$ cat src/rtl/dmem_arbiter_pkg.sv
// Shared widths, FSM encodings and port count for the data-memory arbiter.
// XLEN / ADDR_SIZE mirror the core-wide defines so the arbiter matches the datapath.
package dmem_arbiter_pkg;

    localparam int XLEN        = 32;
    localparam int ADDR_SIZE   = 32;
    localparam int DARB_NPORTS = 2;
    localparam int DARB_PORT_W = $clog2(DARB_NPORTS);

    typedef enum logic [1:0] {
        DARB_IDLE   = 2'd0,
        DARB_ACCESS = 2'd1,
        DARB_RESP   = 2'd2
    } darb_state_t;

endpackage

$ cat src/rtl/dmem_arbiter_arb2_sel.sv
// Two-way grant selector: at most one sel bit high, purely combinational, no state.
// DMEM_ARB_RR_EN: a tie goes to the port not granted last; otherwise port 0 always wins.
module arb2_sel (
    input  logic req0,
    input  logic req1,
    input  logic last,
    output logic sel0,
    output logic sel1
);

`ifdef DMEM_ARB_RR_EN
    // last = 1 means port 1 won the previous grant, so port 0 takes the tie
    assign sel0 = req0 & (~req1 | last);
    assign sel1 = req1 & (~req0 | ~last);
`else
    logic w_unused_last;
    assign w_unused_last = last;
    assign sel0 = req0;
    assign sel1 = req1 & ~req0;
`endif

endmodule

$ cat src/rtl/dmem_arbiter.sv
// Shares one data-memory port between the core (port 0) and loader/debug (port 1).
// gnt at T (IDLE only, requesters hold until gnt), memory access T+1, rvalid T+2; tie policy via DMEM_ARB_RR_EN.
module dmem_arbiter
    import dmem_arbiter_pkg::*;
(
    input  logic                 clk,
    input  logic                 rstn,
    input  logic                 req0,
    input  logic                 req1,
    input  logic                 we0,
    input  logic                 we1,
    input  logic [XLEN-1:0]      addr0,
    input  logic [XLEN-1:0]      addr1,
    input  logic [XLEN-1:0]      wdata0,
    input  logic [XLEN-1:0]      wdata1,
    input  logic [ADDR_SIZE-1:0] pc0,
    input  logic [ADDR_SIZE-1:0] pc1,
    output logic                 gnt0,
    output logic                 gnt1,
    output logic                 rvalid0,
    output logic                 rvalid1,
    output logic [XLEN-1:0]      rdata0,
    output logic [XLEN-1:0]      rdata1,
    output logic                 m_we,
    output logic [XLEN-1:0]      m_a,
    output logic [XLEN-1:0]      m_wd,
    output logic [ADDR_SIZE-1:0] m_pc,
    input  logic [XLEN-1:0]      m_rd
);

    darb_state_t            r_state;
    logic [DARB_PORT_W-1:0] r_port;
    logic                   w_sel0;
    logic                   w_sel1;
    logic                   w_last;
    logic                   w_grant;

    arb2_sel u_arb2_sel (
        .req0 (req0),
        .req1 (req1),
        .last (w_last),
        .sel0 (w_sel0),
        .sel1 (w_sel1)
    );

    assign gnt0    = (r_state == DARB_IDLE) & w_sel0;
    assign gnt1    = (r_state == DARB_IDLE) & w_sel1;
    assign w_grant = gnt0 | gnt1;

`ifdef DMEM_ARB_RR_EN
    logic r_last;

    always_ff @(posedge clk or negedge rstn) begin
        if (!rstn) begin
            r_last <= 1'b1;
        end else if (w_grant) begin
            r_last <= gnt1;
        end
    end

    assign w_last = r_last;
`else
    assign w_last = 1'b1;
`endif

    always_ff @(posedge clk or negedge rstn) begin
        if (!rstn) begin
            r_state <= DARB_IDLE;
            r_port  <= '0;
            m_we    <= 1'b0;
            m_a     <= '0;
            m_wd    <= '0;
            m_pc    <= '0;
            rvalid0 <= 1'b0;
            rvalid1 <= 1'b0;
            rdata0  <= '0;
            rdata1  <= '0;
        end else begin
            // completion outputs are single-cycle pulses; m_we is high only in ACCESS
            m_we    <= 1'b0;
            rvalid0 <= 1'b0;
            rvalid1 <= 1'b0;
            rdata0  <= '0;
            rdata1  <= '0;
            case (r_state)
                DARB_IDLE: begin
                    if (w_grant) begin
                        r_state <= DARB_ACCESS;
                        r_port  <= gnt1;
                        m_we    <= gnt1 ? we1    : we0;
                        m_a     <= gnt1 ? addr1  : addr0;
                        m_wd    <= gnt1 ? wdata1 : wdata0;
                        m_pc    <= gnt1 ? pc1    : pc0;
                    end
                end
                DARB_ACCESS: begin
                    r_state <= DARB_RESP;
                    rvalid0 <= (r_port == 1'b0);
                    rvalid1 <= (r_port == 1'b1);
                    if (r_port == 1'b0) begin
                        rdata0 <= m_we ? '0 : m_rd;
                    end else begin
                        rdata1 <= m_we ? '0 : m_rd;
                    end
                end
                DARB_RESP: begin
                    r_state <= DARB_IDLE;
                end
                default: begin
                    r_state <= DARB_IDLE;
                end
            endcase
        end
    end

endmodule
$ cat config.mk
export PLATFORM = sky130hd
export DESIGN_NAME = dmem_arbiter
export DESIGN_NICKNAME = d
export VERILOG_FILES = /design/src/rtl/dmem_arbiter_pkg.sv /design/src/rtl/dmem_arbiter_arb2_sel.sv /design/src/rtl/dmem_arbiter.sv
export SDC_FILE = /design/constraint.sdc
export NUM_CORES = 1
export LEC_CHECK = 0
export BUFFER_PORTS_ARGS = -buffer_cell sky130_fd_sc_hd__buf_2
export CAP_MARGIN = 0
export CORE_UTILIZATION = 25
export CTS_CLUSTER_DIAMETER = 50
export DETAILED_ROUTE_END_ITERATION = 8
export GPL_TIMING_DRIVEN = 0
export PLACE_DENSITY = 0.5
export SYNTH_ARGS = -nofsm -noshare
export SYNTH_HDL_FRONTEND = slang
export SYNTH_SLANG_ARGS = --single-unit
export TNS_END_PERCENT = 20
$ cat constraint.sdc
create_clock -name clk -period 2.2 [get_ports clk]
set_input_delay 0.11 -clock clk [delete_from_list [all_inputs] [get_ports clk]]
set_output_delay 0.11 -clock clk [all_outputs]
set_load 0.01 [all_outputs]
==> flow_summary_export.csv, run 1 <==
group,metric,value,unit
run_status,status,"complete, no violations",
sta,hold_viol,0,
placed_design,dp_hpwl,16.2,mm
floorplanning,start_util,25.7,%
critical_path,crit_path_max_fanout,10,
logic_synthesis,synth_area_leaders,"dfrtp_1 61%, mux2_2 16%, a22o_1 13%",
logic_synthesis,syn_area,0.00678,mm^2
floorplanning,num_io_pins,395,
power_and_ir_drop,p_per_area,1260,mW/mm^2
logic_synthesis,synth.distinct_cells,16,
sta,max_slew_margin,57.9,%
critical_path,regToRegSetupSlack,130,ps
logic_synthesis,ys_ff_latch,166,
sta,fin_crit,2110,ps
logic_synthesis,synth.most_common_cell,"dfrtp_1",
drt,via_per_inst,4.35,
cts,numCtsBuffers,17,
sta,drv_slew,0,
global_route,grt_use_met2,26.7,%
drt,drc,0,
cts,htreeDepth,4,
critical_path,crit_required,2090,ps
global_route,met3_usage,4.11,%
sta,finalCritPeriodShare,96.0,%
logic_synthesis,synth_edf_count,0,
critical_path,critPathBufInv,5,
finish,nets,1188,
cts,clk_latency,420,ps
global_route,busiest_layer,"met2",
drt,routed_wl,21.8,mm
critical_path,cpMaxStageDelayCell,"or4b_4",
finish,syn_to_final_growth,50.4,%
global_route,grt_overflow_total,0,
cts,clk_pin_slew_worst_paths,80,ps
logic_synthesis,yosys_warnings,0,
critical_path,criticalPathCategory,"reg2out",
logic_synthesis,syn-num-nets,740,
critical_path,worst_path_most_repeated_cell,"buf_12",
critical_path,cp-start-kind,"register",
power_and_ir_drop,ir_drop,0.517,mV
global_route,antenna_found_initial,1,
run,cap_violations,0,
cts,post_cts_buffers,0,
drt,drtPass1Iterations,4,
critical_path,max_stage_delay,530,ps
sta,whs,24.6,ps
logic_synthesis,yosysTopAreaCell,"dfrtp_1",
cts,cts_tree,"done",
min_path,min_path_type,"in2reg",
critical_path,crit_family,"buffers and inverters",
floorplanning,die_area,0.0278,mm^2
critical_path,path_cells,"or4b_4, buf_12, buf_12, buf_8, inv_1, buf_2",
floorplanning,core,0.0264,mm^2
global_route,track_usage,15.8,%
finish,post_route_cells_drive_above_1_share,55.0,%
drt,num_vias,5685,
sta,clock_skew,8.89,ps
logic_synthesis,async_flop_share,100,%
finish,antennaDiodeCount,0,
cts,clockRootBuffer,"clkbuf_16",
logic_synthesis,syn_inst,510,
critical_path,crit_path_end_kind,"output port",
sta,finalSetupTns,0,ps
power_and_ir_drop,p_leak,5.38,nW
global_route,grt_max_degree,87,
drt,ant_nets,0,
drt,first_iter_violations,208,
sta,max_freq,0.473,GHz
global_route,grt_pass1_wl,33.6,mm
floorplanning,die_h,167,um
cts,cts_sinks,166,
global_route,grt_pass1_vias,5933,
logic_synthesis,synth_top_area_share,61.3,%
logic_synthesis,yosys-top-cells-count,"166 x dfrtp_1, 97 x a22o_1, 96 x mux2_2, 65 x nor2_1, 32 x nand2b_1",
floorplanning,fp.dieW,167,um
cts,cts_buffer_depth,2,
sta,setup_violations,0,
drt,wire_per_inst,16.7,um
critical_path,timing.critical_path.arrival,2000,ps
floorplanning,rows,59,
logic_synthesis,seq_area_frac_synth,61.3,%
logic_synthesis,ys.flop_type,"dfrtp_1",
placed_design,globalplace.congestion,0.791,
logic_synthesis,postSynthAreaPerCell,13.3,um^2
global_route,grt_use_met1,19.7,%
sta,rsz0062_at_grt,"no",
sta,tightest_slew,632,ps
placed_design,io_buffers,394,
## cells by family (layout without fill, tap and decap cells)
family                 after synthesis  count (layout)  share of synthesized area (%)
AOI/OAI and AO/OA                   99              99                           12.7
buffers and inverters               46             507                           2.99
DFF                                166             166                           61.3
muxes                               96              96                           15.9
and+or+nand+nor                    103             103                           7.09
## through the flow
step / power, mW / instance area (um^2) / cells / utilization [%] / worst slack [ps]
floorplan: 7.61 / 6780 / 510 / - / 392
detailed placement: 9.84 / 9210 / 1240 / 34.9 / -37.5
global route: 13.7 / 10200 / 1306 / 38.7 / 2.19
global placement: 9.79 / 9170 / 1239 / 34.8 / -1750
finish: 12.8 / 10200 / 1306 / 38.7 / 87.5
CTS: 13.0 / 10200 / 1307 / 38.6 / -0.193
## final timing paths
| check | start | endpoint | cells after the start |
|---|---|---|---|
| max | r_state[1]$_DFFE_PN0P_ | gnt1 | 6 |
| min | pc0[5] | m_pc[5]$_DFFE_PN0P_ | 3 |
| max reg2reg | r_state[1]$_DFFE_PN0P_ | m_wd[18]$_DFFE_PN0P_ | 5 |
| min reg2reg | m_wd[4]$_DFFE_PN0P_ | m_wd[4]$_DFFE_PN0P_ | 1 |
| max in group asynchronous | rstn | m_wd[30]$_DFFE_PN0P_ | 3 |
| min in group asynchronous | rstn | rdata1[10]$_DFF_PN0_ | 2 |
## cells in the final DEF, fill, tap and decap left out, drive strengths merged, types with 2 or more instances in the layout
| master | synthesis | final |
|---|---|---|
| clkinv | 0 | 3 |
| dfrtp | 166 | 166 |
| a22o | 97 | 97 |
| nand2b | 32 | 32 |
| clkbuf | 31 | 47 |
| inv | 4 | 11 |
| nor2 | 65 | 65 |
| nand2 | 2 | 2 |
| buf | 11 | 406 |
| clkinvlp | 0 | 4 |
| mux2 | 96 | 96 |
| nor2b | 2 | 2 |
| dlygate4sd3 | 0 | 35 |
## report_power, final
| group | total (mW) | switching [mW] | internal (mW) | leakage [nW] |
|---|---|---|---|---|
| registers | 4.72 | 0.501 | 4.22 | 2.07 |
| clock network | 3.07 | 1.44 | 1.63 | 0.284 |
| logic | 5.03 | 2.56 | 2.48 | 3.02 |
| total | 12.8 | 4.50 | 8.33 | 5.38 |
## state kept, by name (all words and copies together) (netlist names)
signal   flops
m_wd        32
m_we         1
rvalid1      1
rdata1      32
rvalid0      1
rdata0      32
r_state      2
r_port       1
m_a         32
m_pc        32
## worst min-delay path, cell delays in order
cell and delay (ps):
buf_2 80, a22o_1 100, mux2_2 130
## layout make-up
| type | count | area, um^2 |
|---|---|---|
| clock inverter | 15 | 183 |
| buffer | 41 | 215 |
| clock buffer | 17 | 425 |
| multi-input combinational | 298 | 2430 |
| timing repair buffer | 430 | 2360 |
| sequential | 166 | 4150 |
| inverter | 4 | 15.0 |
| fill | 2662 | 16200 |
| tap | 335 | 419 |
## routing by layer
metal,up-vias,part of all wire [%]
met5,-,0.060
met4,2,1.5
met3,25,5.8
met2,243,48
met1,2702,45
li1,2713,-
## what timing repair did
| action | CTS | global route |
|---|---|---|
| gates resized for setup | 4 | 6 |
| pin swaps | 0 | 1 |
| endpoints found under the hold margin | 145 | 0 |
| cloned | 0 | 0 |
| endpoints found under the setup margin | 29 | 15 |
| hold buffers | 35 | 0 |
Note: power is estimated with default switching activity, not from simulation.
==> run 2: changes to the inputs <==
--- a/config.mk
+++ b/config.mk
@@ -5,13 +5,14 @@
 export SDC_FILE = /design/constraint.sdc
 export NUM_CORES = 1
 export LEC_CHECK = 0
+export ABC_AREA = 1
 export BUFFER_PORTS_ARGS = -buffer_cell sky130_fd_sc_hd__buf_2
 export CAP_MARGIN = 0
 export CORE_UTILIZATION = 25
 export CTS_CLUSTER_DIAMETER = 50
 export DETAILED_ROUTE_END_ITERATION = 8
 export GPL_TIMING_DRIVEN = 0
-export PLACE_DENSITY = 0.5
+export PLACE_DENSITY = 0.48
 export SYNTH_ARGS = -nofsm -noshare
 export SYNTH_HDL_FRONTEND = slang
 export SYNTH_SLANG_ARGS = --single-unit
==> run 2 against run 1 <==
Against the previous run: setup slack better by 250 ps; wire length up 29%; flip-flop and latch count unchanged; via count rose by 46%; clock-buffer cell count is the same; highest routed layer unchanged; cell area is 21% higher; largest cell class unchanged; global-route usage increased by 2.4 points; clock power is 2% higher; synthesized cell count rose by 99%; critical path depth fell by 1; die area grew 13%.
==> flow_summary_export.csv, run 2 <==
group,metric,value,unit
logic_synthesis,synth_edf_count,0,
power_and_ir_drop,p_clk_share,22.6,%
drt,first_iter_violations,338,
cts,cts_tree,"done",
logic_synthesis,syn_inst,1014,
power_and_ir_drop,sw_frac_of_total,42.1,%
logic_synthesis,syn_area,0.00764,mm^2
logic_synthesis,seq_area_frac_synth,54.3,%
logic_synthesis,yosys-top-cells-count,"326 x nand2_1, 199 x inv_1, 192 x nand3_1, 166 x dfrtp_1, 65 x nor2_1",
critical_path,cpMaxStageDelayCell,"dfrtp_1",
run,cap_violations,0,
power_and_ir_drop,intPower,8.01,mW
logic_synthesis,yosys_warnings,0,
drt,num_vias,8305,
logic_synthesis,postSynthAreaPerCell,7.54,um^2
floorplanning,die_area,0.0313,mm^2
finish,post_route_cells_drive_above_1_share,29.0,%
global_route,antenna_found_initial,2,
critical_path,r2r-end,"m_a[8]$_DFFE_PN0P_",
finish,final_cell_area,0.0123,mm^2
cts,cts_buffer_depth,2,
drt,via_per_inst,4.18,
floorplanning,start_util,25.6,%
sta,finalCritPeriodShare,84.5,%
cts,numCtsBuffers,17,
sta,max_slew_margin,59.6,%
critical_path,crit_path_end_kind,"output port",
finish,final_common_cell,"buf_2",
critical_path,crit_path_max_fanout,10,
global_route,grt_pass1_wl,43.7,mm
power_and_ir_drop,pwr-share-comb,43.2,%
power_and_ir_drop,seqPwrFrac,34.2,%
logic_synthesis,synth.most_common_cell,"nand2_1",
sta,max_freq,0.538,GHz
sta,whs,10.9,ps
floorplanning,fp.dieW,177,um
critical_path,ff2ff_path_depth,8,
critical_path,startpoint,"r_state[1]$_DFFE_PN0P_",
power_and_ir_drop,power_switching,5.83,mW
power_and_ir_drop,ir_drop,0.440,mV
logic_synthesis,synth_area_leaders,"dfrtp_1 54%, nand2_1 16%, nand3_1 13%",
drt,drtPass1Iterations,4,
power_and_ir_drop,p_per_area,1120,mW/mm^2
floorplanning,core,0.0299,mm^2
run_status,status,"complete, no violations",
critical_path,path_cells,"nor2_4, nand2_2, buf_2, inv_1, buf_2",
sta,setup_violations,0,
critical_path,crit_required,2090,ps
sta,rsz0062_at_grt,"no",
floorplanning,num_io_pins,395,
min_path,min_path_type,"in2reg",
placed_design,globalplace.congestion,0.807,
floorplanning,die_h,177,um
sta,fin_crit,1860,ps
drt,routed_wl,28.2,mm
critical_path,timing.critical_path.arrival,1750,ps
finish,mostFrequentLayoutCells,"415 x buf_2, 326 x nand2_1, 199 x inv_1, 192 x nand3_1, 166 x dfrtp_1",
cts,htreeDepth,4,
sta,tightest_slew,606,ps
finish,nets,1812,
finish,antennaDiodeCount,0,
placed_design,placed_area,0.0101,mm^2
logic_synthesis,synth.distinct_cells,14,
critical_path,max_stage_delay,410,ps
placed_design,io_buffers,394,
critical_path,regToRegSetupSlack,390,ps
drt,wire_per_inst,14.2,um
finish,syn_to_final_growth,61.0,%
sta,drv_slew,0,
cts,cts_sinks,166,
finish,n_fill_cell,3170,
sta,finalSetupTns,0,ps
cts,clk_latency,430,ps
critical_path,criticalPathCategory,"reg2out",
drt,drc,0,
min_path,hold_depth,5,
critical_path,cp-start-kind,"register",
placed_design,dp_hpwl,20.7,mm
critical_path,worst_path_most_repeated_cell,"buf_2",
cts,clk_pin_slew_worst_paths,70,ps
global_route,grt_pass1_vias,8435,
sta,clock_skew,10.2,ps
cts,clockRootBuffer,"clkbuf_16",
min_path,holdCritStartpoint,"wdata0[14]",
logic_synthesis,synth_top_area_share,54.3,%
floorplanning,rows,63,
logic_synthesis,ys.flop_type,"dfrtp_1",
global_route,grt_overflow_total,0,
drt,ant_nets,0,
logic_synthesis,yosysTopAreaCell,"dfrtp_1",
power_and_ir_drop,p_leak,7.48,nW
global_route,track_usage,18.2,%
logic_synthesis,ys_ff_latch,166,
critical_path,r2r-start,"r_state[1]$_DFFE_PN0P_",
min_path,hold_end,"m_wd[14]$_DFFE_PN0P_",
sta,hold_viol,0,
logic_synthesis,async_flop_share,100,%
logic_synthesis,syn-num-nets,1244,
global_route,grt_max_degree,93,
## run 2: cell count changes in the layout (fill, tap and decap cells not counted), moves of 3 or more
cell,before,now
nand2_1,2,326
inv_1,4,199
nand3_1,0,192
dlygate4sd3_1,35,152
a22o_1,97,0
mux2_2,96,0
nand2b_1,32,0
buf_2,397,415
buf_4,1,7
clkinv_8,3,6
clkinvlp_4,4,1
## run 2: layout make-up
type                       count  area [um^2]  share of cell area [%]
sequential                   166         4150                    33.7
timing repair buffer         549         3550                    28.8
multi-input combinational    588         2470                    20.1
inverter                     201          754                    6.13
tap                          390          488                    3.96
clock buffer                  17          425                    3.46
buffer                        59          268                    2.18
clock inverter                15          204                    1.66
## run 2: worst max path at each step
stage,to,slack [ps],cells after the start
CTS,gnt1,-40,5
global route,gnt1,220,5
detailed placement,m_wd[27]$_DFFE_PN0P_,220,7
finish,gnt1,340,5
global placement,m_a[22]$_DFFE_PN0P_,-1750,1
floorplan,m_a[10]$_DFFE_PN0P_,910,6
## run 2: stage by stage
step | cells | utilization [%] | power [mW] | setup slack [ps]
final | 1985 | 41.2 | 13.8 | 342
after global routing | 1985 | 41.2 | 15.0 | 223
after CTS | 1983 | 41.2 | 14.1 | -43.9
after detailed placement | 1799 | 33.9 | 10.6 | 218
after global placement | 1798 | 33.8 | 10.6 | -1750
after floorplan | 1014 | - | 7.92 | 913
## run 2: power by group through the flow
stage          Combinational (mW)  Sequential (mW)  Clock (mW)
2_1_floorplan                2.61             5.31           0
3_3_place_gp                 5.85             4.76           0
3_5_place_dp                 5.89             4.76           0
4_1_cts                      6.10             4.74        3.24
5_1_grt                      6.75             4.89        3.35
6_report                     5.97             4.74        3.13
## run 2: logic make-up (layout without fill, tap and decap cells)
kind of cell           after synthesis  in the layout  synth area share, %
flip-flops                         166            166                 54.3
buffers and inverters              260            841                 13.3
AO/OA/AOI/OAI                        2              2                0.180
AND/OR/NAND/NOR                    586            586                 32.1
## run 2: critical path: cells and delay by family (launching register included)
family / cells / cell delay [ps]
AND/OR/NAND/NOR: 2 / 390
flip-flops: 1 / 410
buffers and inverters: 3 / 520
## run 2: layer usage
metal | vias up | wire, um | GRT usage [%]
met5 | - | 10 | 0
met4 | 2 | 658 | 6.29
met3 | 36 | 2040 | 5.22
met2 | 301 | 14100 | 32.7
met1 | 3816 | 11400 | 20.4
li1 | 4150 | - | -
## run 2: what timing repair did
action / CTS / global route
buffers inserted: 0 / 2
gates resized for setup: 1 / 0
hold buffers: 152 / 0
setup endpoints to repair: 2 / 1
pin swaps: 0 / 1
endpoints found under the hold margin: 220 / 0
